## src/rtl/noc_params.sv

```systemverilog
// Shared mesh NoC types and sizes for the node adapter and its request queue.
//   flit_t          : one flit on the local port (label, VC, head routing fields, payload)
//   flit_label_t    : HEAD / BODY / TAIL / HEADTAIL
//   req_t           : one queued packet request (destination and length)
//   adapter_state_t : TX state encoding (IDLE / SEL / SEND)
package noc_params;

    localparam int unsigned VC_NUM           = 4;
    localparam int unsigned VC_SIZE          = $clog2(VC_NUM);
    localparam int unsigned DEST_ADDR_SIZE_X = 4;
    localparam int unsigned DEST_ADDR_SIZE_Y = 4;
    localparam int unsigned SEQ_W            = 8;
    localparam int unsigned DATA_W           = 16;
    localparam int unsigned REQ_LEN_W        = 8;

    typedef enum logic [1:0] {
        HEAD     = 2'd0,
        BODY     = 2'd1,
        TAIL     = 2'd2,
        HEADTAIL = 2'd3
    } flit_label_t;

    typedef struct packed {
        flit_label_t                 flit_label;
        logic [VC_SIZE-1:0]          vc_id;
        logic [DEST_ADDR_SIZE_X-1:0] dest_x;
        logic [DEST_ADDR_SIZE_Y-1:0] dest_y;
        logic [DEST_ADDR_SIZE_X-1:0] src_x;
        logic [DEST_ADDR_SIZE_Y-1:0] src_y;
        logic [DATA_W-1:0]           data;
    } flit_t;

    typedef struct packed {
        logic [DEST_ADDR_SIZE_X-1:0] dest_x;
        logic [DEST_ADDR_SIZE_Y-1:0] dest_y;
        logic [REQ_LEN_W-1:0]        len;
    } req_t;

    typedef logic [1:0] adapter_state_t;
    localparam adapter_state_t IDLE = 2'd0;
    localparam adapter_state_t SEL  = 2'd1;
    localparam adapter_state_t SEND = 2'd2;

    // Saturating 32-bit increment for event counters.
    function automatic logic [31:0] sat_inc32(input logic [31:0] cnt, input logic en);
        sat_inc32 = (en && (cnt != 32'hFFFF_FFFF)) ? cnt + 32'd1 : cnt;
    endfunction

endpackage

```

## src/rtl/ni_req_fifo.sv

```systemverilog
// Packet request queue: synchronous FIFO of req_t with first-word fall-through read.
//   clk, rst        : clock, synchronous active-high reset
//   push_i / din_i  : write request (ignored when full)
//   pop_i / dout_o  : drop head entry (ignored when empty); dout_o is the current head
//   full_o, empty_o : occupancy flags
// DEPTH must be a power of two.
module ni_req_fifo
    import noc_params::*;
#(
    parameter int unsigned DEPTH = 4
) (
    input  logic clk,
    input  logic rst,
    input  logic push_i,
    input  req_t din_i,
    input  logic pop_i,
    output req_t dout_o,
    output logic full_o,
    output logic empty_o
);

    localparam int unsigned PTR_W = (DEPTH > 1) ? $clog2(DEPTH) : 1;

    logic [PTR_W-1:0] wr_q, wr_d, rd_q, rd_d;
    logic [PTR_W:0]   cnt_q, cnt_d;
    logic             push_ok, pop_ok;
    req_t             mem_q [DEPTH];

    assign full_o  = (cnt_q == (PTR_W+1)'(DEPTH));
    assign empty_o = (cnt_q == '0);
    assign dout_o  = mem_q[rd_q];

    // Pointer and occupancy update.
    always_comb begin
        push_ok = push_i && !full_o;
        pop_ok  = pop_i && !empty_o;
        wr_d    = wr_q + PTR_W'(push_ok);
        rd_d    = rd_q + PTR_W'(pop_ok);
        cnt_d   = cnt_q + (PTR_W+1)'(push_ok) - (PTR_W+1)'(pop_ok);
    end

    always_ff @(posedge clk) begin
        if (rst) begin
            wr_q  <= '0;
            rd_q  <= '0;
            cnt_q <= '0;
        end else begin
            wr_q  <= wr_d;
            rd_q  <= rd_d;
            cnt_q <= cnt_d;
        end
    end

    // Storage needs no reset; occupancy gates every read.
    always_ff @(posedge clk) begin
        if (push_ok) begin
            mem_q[wr_q] <= din_i;
        end
    end

endmodule

```

## src/rtl/mesh_node_adapter.sv

```systemverilog
// Mesh node network interface on a router local port.
//   TX: packet requests are queued, split into HEAD/BODY/TAIL (or HEADTAIL) flits,
//       sent on a round-robin-chosen allocatable VC under per-VC on/off flow control.
//   RX: flits are sunk per VC, packets reassembled, protocol errors flagged sticky.
// Ports:
//   clk, rst                      : clock, synchronous active-high reset
//   req_valid_i/req_ready_o       : request handshake; req_dest_x_i/req_dest_y_i/req_len_i payload
//   flit_o/flit_valid_o           : flit toward the router (valid only while on_off_i[vc] is high)
//   on_off_i/allocatable_i        : router local-input per-VC credit and free status
//   flit_i/flit_valid_i           : flit from the router
//   on_off_o/allocatable_o        : per-VC space and idle status of this sink
//   rx_pkt_valid_o/rx_pkt_len_o   : one-cycle packet-complete pulse and its length
//   rx_err_o                      : sticky per-VC protocol error
// Optional MESH_NODE_ADAPTER_STATS_EN adds saturating tx_pkts_o, rx_pkts_o, stall_cycles_o.
module mesh_node_adapter
    import noc_params::*;
#(
    parameter  int unsigned REQ_DEPTH     = 4,
    parameter  int unsigned MAX_PKT_FLITS = 8,
    parameter  int unsigned X_CURRENT     = 0,
    parameter  int unsigned Y_CURRENT     = 0,
    localparam int unsigned LEN_W         = $clog2(MAX_PKT_FLITS + 1)
) (
    input  logic                        clk,
    input  logic                        rst,
    input  logic                        req_valid_i,
    output logic                        req_ready_o,
    input  logic [DEST_ADDR_SIZE_X-1:0] req_dest_x_i,
    input  logic [DEST_ADDR_SIZE_Y-1:0] req_dest_y_i,
    input  logic [LEN_W-1:0]            req_len_i,
    output flit_t                       flit_o,
    output logic                        flit_valid_o,
    input  logic [VC_NUM-1:0]           on_off_i,
    input  logic [VC_NUM-1:0]           allocatable_i,
    input  flit_t                       flit_i,
    input  logic                        flit_valid_i,
    output logic [VC_NUM-1:0]           on_off_o,
    output logic [VC_NUM-1:0]           allocatable_o,
    output logic                        rx_pkt_valid_o,
    output logic [LEN_W-1:0]            rx_pkt_len_o,
    output logic [VC_NUM-1:0]           rx_err_o
`ifdef MESH_NODE_ADAPTER_STATS_EN
    ,
    output logic [31:0]                 tx_pkts_o,
    output logic [31:0]                 rx_pkts_o,
    output logic [31:0]                 stall_cycles_o
`endif
);

    localparam int unsigned CNT_W = LEN_W + 1;

    // ---------------- request queue ----------------
    logic alive_q;
    logic fifo_full, fifo_empty, fifo_pop, req_push;
    req_t req_in, head;

    always_ff @(posedge clk) begin
        if (rst) alive_q <= 1'b0;
        else     alive_q <= 1'b1;
    end

    assign req_ready_o = alive_q && !fifo_full;
    assign req_in      = '{dest_x: req_dest_x_i, dest_y: req_dest_y_i, len: REQ_LEN_W'(req_len_i)};
    // Zero or over-long requests are silently dropped.
    assign req_push    = req_valid_i && req_ready_o && (req_len_i != '0)
                         && (req_len_i <= LEN_W'(MAX_PKT_FLITS));

    ni_req_fifo #(.DEPTH(REQ_DEPTH)) u_req_fifo (
        .clk    (clk),
        .rst    (rst),
        .push_i (req_push),
        .din_i  (req_in),
        .pop_i  (fifo_pop),
        .dout_o (head),
        .full_o (fifo_full),
        .empty_o(fifo_empty)
    );

    // ---------------- TX FSM ----------------
    adapter_state_t     state_q, state_d;
    logic [VC_SIZE-1:0] vc_q, vc_d, rr_q, rr_d, pick, idx;
    logic [7:0]         k_q, k_d;
    logic [SEQ_W-1:0]   seq_q, seq_d;
    logic               pick_ok;

    always_comb begin
        state_d  = state_q;
        vc_d     = vc_q;
        rr_d     = rr_q;
        k_d      = k_q;
        seq_d    = seq_q;
        fifo_pop = 1'b0;
        pick     = '0;
        pick_ok  = 1'b0;
        idx      = '0;
        // First allocatable VC at or after the RR pointer (VC_NUM is a power of two).
        for (int unsigned i = 0; i < VC_NUM; i++) begin
            idx = rr_q + VC_SIZE'(i);
            if (!pick_ok && allocatable_i[idx]) begin
                pick_ok = 1'b1;
                pick    = idx;
            end
        end
        case (state_q)
            IDLE: if (!fifo_empty) state_d = SEL;
            SEL: begin
                if (pick_ok) begin
                    vc_d    = pick;
                    rr_d    = pick + VC_SIZE'(1);
                    k_d     = '0;
                    state_d = SEND;
                end
            end
            SEND: begin
                if (on_off_i[vc_q]) begin
                    if (k_q == head.len - 8'd1) begin
                        fifo_pop = 1'b1;
                        seq_d    = seq_q + SEQ_W'(1);
                        state_d  = IDLE;
                    end else begin
                        k_d = k_q + 8'd1;
                    end
                end
            end
            default: state_d = IDLE;
        endcase
    end

    always_ff @(posedge clk) begin
        if (rst) begin
            state_q <= IDLE;
            vc_q    <= '0;
            rr_q    <= '0;
            k_q     <= '0;
            seq_q   <= '0;
        end else begin
            state_q <= state_d;
            vc_q    <= vc_d;
            rr_q    <= rr_d;
            k_q     <= k_d;
            seq_q   <= seq_d;
        end
    end

    // Flit is offered only while the selected VC has space; gated by rst so an abort is immediate.
    always_comb begin
        flit_o       = '0;
        flit_valid_o = (state_q == SEND) && on_off_i[vc_q] && !rst;
        if (flit_valid_o) begin
            flit_o.vc_id = vc_q;
            flit_o.data  = {seq_q, k_q};
            if (head.len == 8'd1)                 flit_o.flit_label = HEADTAIL;
            else if (k_q == '0)                   flit_o.flit_label = HEAD;
            else if (k_q == head.len - 8'd1)      flit_o.flit_label = TAIL;
            else                                  flit_o.flit_label = BODY;
            if (k_q == '0) begin
                flit_o.dest_x = head.dest_x;
                flit_o.dest_y = head.dest_y;
                flit_o.src_x  = DEST_ADDR_SIZE_X'(X_CURRENT);
                flit_o.src_y  = DEST_ADDR_SIZE_Y'(Y_CURRENT);
            end
        end
    end

    // ---------------- RX reassembly ----------------
    logic [VC_NUM-1:0]             open_q, open_d, err_q, err_d, pend_q, pend_d, alloc_q, cand;
    logic [VC_NUM-1:0][CNT_W-1:0]  cnt_q, cnt_d;
    logic [VC_NUM-1:0][LEN_W-1:0]  pend_len_q, pend_len_d;
    logic [VC_SIZE-1:0]            new_v, sel;
    logic [CNT_W-1:0]              cnt_inc;
    logic [LEN_W-1:0]              new_len, rx_len_q, rx_len_d;
    logic                          new_done, any, rx_valid_q, rx_valid_d;
    logic                          unused_flit_bits;

    assign unused_flit_bits = ^{flit_i.dest_x, flit_i.dest_y, flit_i.src_x, flit_i.src_y, flit_i.data};

    // Per-VC packet protocol tracking; any violation closes the VC and drops the flit.
    always_comb begin
        open_d   = open_q;
        cnt_d    = cnt_q;
        err_d    = err_q;
        new_done = 1'b0;
        new_len  = '0;
        new_v    = flit_i.vc_id;
        cnt_inc  = cnt_q[new_v] + CNT_W'(1);
        if (flit_valid_i) begin
            case (flit_i.flit_label)
                HEAD: begin
                    if (open_q[new_v]) begin
                        err_d[new_v]  = 1'b1;
                        open_d[new_v] = 1'b0;
                    end else begin
                        open_d[new_v] = 1'b1;
                        cnt_d[new_v]  = CNT_W'(1);
                    end
                end
                HEADTAIL: begin
                    if (open_q[new_v]) begin
                        err_d[new_v]  = 1'b1;
                        open_d[new_v] = 1'b0;
                    end else begin
                        new_done = 1'b1;
                        new_len  = LEN_W'(1);
                    end
                end
                BODY: begin
                    if (!open_q[new_v] || (cnt_inc > CNT_W'(MAX_PKT_FLITS))) begin
                        err_d[new_v]  = 1'b1;
                        open_d[new_v] = 1'b0;
                    end else begin
                        cnt_d[new_v] = cnt_inc;
                    end
                end
                TAIL: begin
                    open_d[new_v] = 1'b0;
                    if (!open_q[new_v] || (cnt_inc > CNT_W'(MAX_PKT_FLITS))) begin
                        err_d[new_v] = 1'b1;
                    end else begin
                        new_done = 1'b1;
                        new_len  = LEN_W'(cnt_inc);
                    end
                end
                default: ;
            endcase
        end
    end

    // Completion report: lowest-numbered candidate goes out, the other waits in its VC hold slot.
    always_comb begin
        cand = pend_q;
        if (new_done) cand[new_v] = 1'b1;
        any = 1'b0;
        sel = '0;
        for (int unsigned i = 0; i < VC_NUM; i++) begin
            if (!any && cand[i]) begin
                any = 1'b1;
                sel = VC_SIZE'(i);
            end
        end
        pend_d     = pend_q;
        pend_len_d = pend_len_q;
        rx_valid_d = any;
        rx_len_d   = '0;
        if (any) begin
            if (pend_q[sel]) begin
                rx_len_d    = pend_len_q[sel];
                pend_d[sel] = 1'b0;
            end else begin
                rx_len_d = new_len;
            end
        end
        if (new_done && (pend_q[new_v] || (sel != new_v))) begin
            pend_d[new_v]     = 1'b1;
            pend_len_d[new_v] = new_len;
        end
    end

    always_ff @(posedge clk) begin
        if (rst) begin
            open_q     <= '0;
            cnt_q      <= '0;
            err_q      <= '0;
            pend_q     <= '0;
            pend_len_q <= '0;
            rx_valid_q <= 1'b0;
            rx_len_q   <= '0;
            alloc_q    <= '0;
        end else begin
            open_q     <= open_d;
            cnt_q      <= cnt_d;
            err_q      <= err_d;
            pend_q     <= pend_d;
            pend_len_q <= pend_len_d;
            rx_valid_q <= rx_valid_d;
            rx_len_q   <= rx_len_d;
            alloc_q    <= ~open_q;
        end
    end

    assign on_off_o       = {VC_NUM{alive_q}};
    assign allocatable_o  = alloc_q;
    assign rx_pkt_valid_o = rx_valid_q;
    assign rx_pkt_len_o   = rx_len_q;
    assign rx_err_o       = err_q;

`ifdef MESH_NODE_ADAPTER_STATS_EN
    // ---------------- statistics ----------------
    logic [31:0] tx_pkts_q, tx_pkts_d, rx_pkts_q, rx_pkts_d, stall_q, stall_d;

    always_comb begin
        tx_pkts_d = sat_inc32(tx_pkts_q, fifo_pop);
        rx_pkts_d = sat_inc32(rx_pkts_q, rx_valid_q);
        stall_d   = sat_inc32(stall_q, (state_q == SEND) && !on_off_i[vc_q]);
    end

    always_ff @(posedge clk) begin
        if (rst) begin
            tx_pkts_q <= '0;
            rx_pkts_q <= '0;
            stall_q   <= '0;
        end else begin
            tx_pkts_q <= tx_pkts_d;
            rx_pkts_q <= rx_pkts_d;
            stall_q   <= stall_d;
        end
    end

    assign tx_pkts_o      = tx_pkts_q;
    assign rx_pkts_o      = rx_pkts_q;
    assign stall_cycles_o = stall_q;
`endif

endmodule

```

## config.mk

```make
export PLATFORM = sky130hd
export DESIGN_NAME = mesh_node_adapter
export DESIGN_NICKNAME = d
export VERILOG_FILES = /design/src/rtl/noc_params.sv /design/src/rtl/ni_req_fifo.sv /design/src/rtl/mesh_node_adapter.sv
export SDC_FILE = /design/constraint.sdc
export NUM_CORES = 1
export LEC_CHECK = 0
export ABC_AREA = 0
export BUFFER_PORTS_ARGS = -buffer_cell sky130_fd_sc_hd__buf_2
export CAP_MARGIN = 20
export CORE_MARGIN = 3
export CORE_UTILIZATION = 45
export CTS_CLUSTER_DIAMETER = 50
export DETAILED_ROUTE_END_ITERATION = 16
export PLACE_DENSITY = 0.66
export SETUP_SLACK_MARGIN = 0.5
export SLEW_MARGIN = 30
export SYNTH_ARGS = -nofsm -noshare
export SYNTH_HDL_FRONTEND = slang
export SYNTH_HIERARCHICAL = 1
export SYNTH_SLANG_ARGS = --single-unit
export TNS_END_PERCENT = 10
```

## constraint.sdc

```tcl
create_clock -name clk -period 11.8 [get_ports clk]
set_input_delay 0 -clock clk [delete_from_list [all_inputs] [get_ports clk]]
set_output_delay 0 -clock clk [all_outputs]
set_load 0.005 [all_outputs]
```

==> flow_metrics.env <==
export IMPL_synth_ff_type="dfxtp_1"
export IMPL_grt_pass1_wl_um=24600
export IMPL_hpwl_um=10000
export IMPL_fp_row_count=45
export IMPL_yosysUniqueCellTypes=73
export IMPL_post_drt_wl_per_cell_um=15.5
export IMPL_critPathLaunchType="register"
export IMPL_cts_tree="yes"
export IMPL_avgViaCountPerCell=5.28
export IMPL_cts_buffer_depth=2
export IMPL_seq_area_sq_um=3660
export IMPL_setup_viol_count_final=0
export IMPL_dr_pass1_iters=5
export IMPL_synth_area_leaders="edfxtp_1, dfxtp_1, mux4_2"
export IMPL_path_clk_slew_ps=60
export IMPL_drv_cap=0
export IMPL_worstSetupEndpointType="register"
export IMPL_slew_headroom_pct=39.4
export IMPL_port_buffers=74
export IMPL_gp_congestion=0.851
export IMPL_skew_ps=10.7
export IMPL_die_w_um=132
export IMPL_drive_above_1_share_pct=20.6
export IMPL_async_reset_ff_share_pct=0
export IMPL_layout_min_cycle_time_ps=4970
export IMPL_ios=115
export IMPL_syn_area_sq_um=7150
export IMPL_synth_seq_cells=151
export IMPL_synth_top_area_share_pct=26.9
export IMPL_fillers=1314
export IMPL_hold_viol=0
export IMPL_synth_top_area_cell="edfxtp_1"
export IMPL_synth_edf_count=64
export IMPL_cp_required_ps=12080
export IMPL_initial_utilization_pct=46.5
export IMPL_dieArea_sq_um=17400
export IMPL_tightest_slew_ps=908
export IMPL_synth_seq_area_share_pct=51.2
export IMPL_clock_fmax_ghz=0.201
export IMPL_die_h_um=132
export IMPL_critPathArrivalTime_ps=5250
export IMPL_overflow=0
export IMPL_core_sq_um=15400
export IMPL_ant_nets=0
export IMPL_numCtsBuffers=17
export IMPL_rsz0062_at_grt="no"
export IMPL_hp_class="in2reg"
export IMPL_vias=4981
export IMPL_grt_pass1_vias=4917
export IMPL_totalWireLength_um=14600
export IMPL_drcViolationCount=0
export IMPL_cts_sinks=151
export IMPL_layout_common_cells="nor2_1, dfxtp_1, buf_2"
export IMPL_finalCritPeriodShare_pct=42.2
export IMPL_multi_input_area_sq_um=3290
export IMPL_synthToLayoutAreaGrowth_pct=16.7
export IMPL_drt_iter0_drc=321
export IMPL_p_total_w=0.00111
export IMPL_peakVddDrop_mv=0.104
export IMPL_crit_type="reg2reg"
export IMPL_avgSynthCellArea_sq_um=11.4
export IMPL_leakage_nw=3.23
export IMPL_antenna_found_initial=0
export IMPL_synthCells=629
export IMPL_outcome="completed"
export IMPL_grt_max_degree=74
export IMPL_diodes=0
export IMPL_grt_use_total_pct=17.3
export IMPL_setup_tns_ps=0
export IMPL_insertion_delay_ps=420
export IMPL_synth_yosys_warnings=6
export IMPL_p_per_area_nw_per_um2=133
export IMPL_regToRegSetupSlack_ps=6830
export IMPL_mostFrequentLayoutCell="nor2_1"
export IMPL_drv_slew=0
export IMPL_cp_max_fo=16
export IMPL_htreeDepth=4
export IMPL_cts_root_buf="clkbuf_16"
export IMPL_final_nets=796
## final timing paths
kind | from | end | depth (start not counted)
worst max-delay path | u_req_fifo/rd_q[0]$_SDFF_PP0_ | u_req_fifo/cnt_q[2]$_SDFF_PP0_ | 16
worst min-delay path | allocatable_i[3] | state_q[0]$_SDFFE_PP0P_ | 4
worst max register to register | u_req_fifo/rd_q[0]$_SDFF_PP0_ | u_req_fifo/cnt_q[2]$_SDFF_PP0_ | 16
worst min register to register | register | allocatable_o[1]$_SDFF_PP0_ | 1
## synth_stat cells, types with 12 or more instances
master / n
mux2i_1: 36
and3_1: 13
mux4_2: 22
and2_1: 27
nand2_1: 20
ha_1: 14
xor2_1: 16
edfxtp_1: 64
xnor2_1: 13
a21oi_1: 22
inv_1: 17
nor2_1: 94
buf_4: 12
clkbuf_1: 14
dfxtp_1: 87
nor2b_1: 15
## worst max-delay path: stages (launching register included)
cell       delay [ps]
dfxtp_1           410
buf_4             350
mux4_2            610
inv_1              80
ha_1              190
nand2b_1          100
or4b_1            470
a221oi_1          310
o2111ai_1         270
nor2_1            690
o31ai_2           220
xnor2_1           180
ha_1              190
fa_1              380
xnor2_1           190
xnor2_1           140
nor2_1             50
## cells by family (layout without fill, tap and decap cells)
group	after synthesis	count (layout)	synth area share, %
buf+inv	59	140	4.44
mux	59	59	12.3
fa+ha+maj	15	15	2.73
simple gates	238	238	17.4
other cells	1	24	0.0524
xor+xnor	31	31	4.16
flops	151	151	51.2
compound gates	75	75	7.66
## power by group
part	internal [W]	switching (W)	leakage, nW
clock	0.000272	0.000214	0.254
combinational	0.0000268	0.0000386	1.69
sequential	0.000552	0.00000514	1.28
## timing repair
| item | 4_1_cts | 5_1_grt |
|---|---|---|
| gates resized for setup | 0 | 0 |
| endpoints found under the hold margin | 52 | 0 |
| buffers inserted | 0 | 0 |
| hold buffers | 14 | 0 |
## layer usage
metal	track usage [%]	up-vias	share of wire, %
li1	-	2421	-
met1	22.6	2411	46
met2	28.0	127	47
met3	3.82	22	5.5
met4	6.77	0	2.1
met5	0	-	0
## registers in the layout (all words and copies together) (netlist names), named ones only
name,flops
u_req_fifo/mem_q,64
seq_q,8
rx_pkt_valid_o,1
cnt_q,20
u_req_fifo/wr_q,2
u_req_fifo/rd_q,2
rr_q,2
u_req_fifo/cnt_q,3
rx_err_o,4
pend_q,4
alive_q,1
vc_q,2
state_q,2
pend_len_q,16
rx_pkt_len_o,4
allocatable_o,4
k_q,8
## through the flow
step	area (sq um)	worst slack (ps)	utilization [%]	hold WS, ps	cells
2_1_floorplan	7240	7680	-	71.6	652
6_report	8350	6830	54.3	31.5	944
5_1_grt	8350	6390	54.3	32.9	944
4_1_cts	8340	6790	54.3	4.31	944
3_5_place_dp	7670	6790	49.9	218	899
3_3_place_gp	7670	6910	49.9	209	899
## final cells by class
class | count | area share [%]
clock inverter | 11 | 1.12
sequential | 151 | 43.9
clock buffer | 20 | 5.23
inverter | 18 | 0.809
timing repair buffer | 91 | 6.39
tap | 211 | 3.16
multi-input combinational | 442 | 39.4
Note: power is estimated with default switching activity, not from simulation.
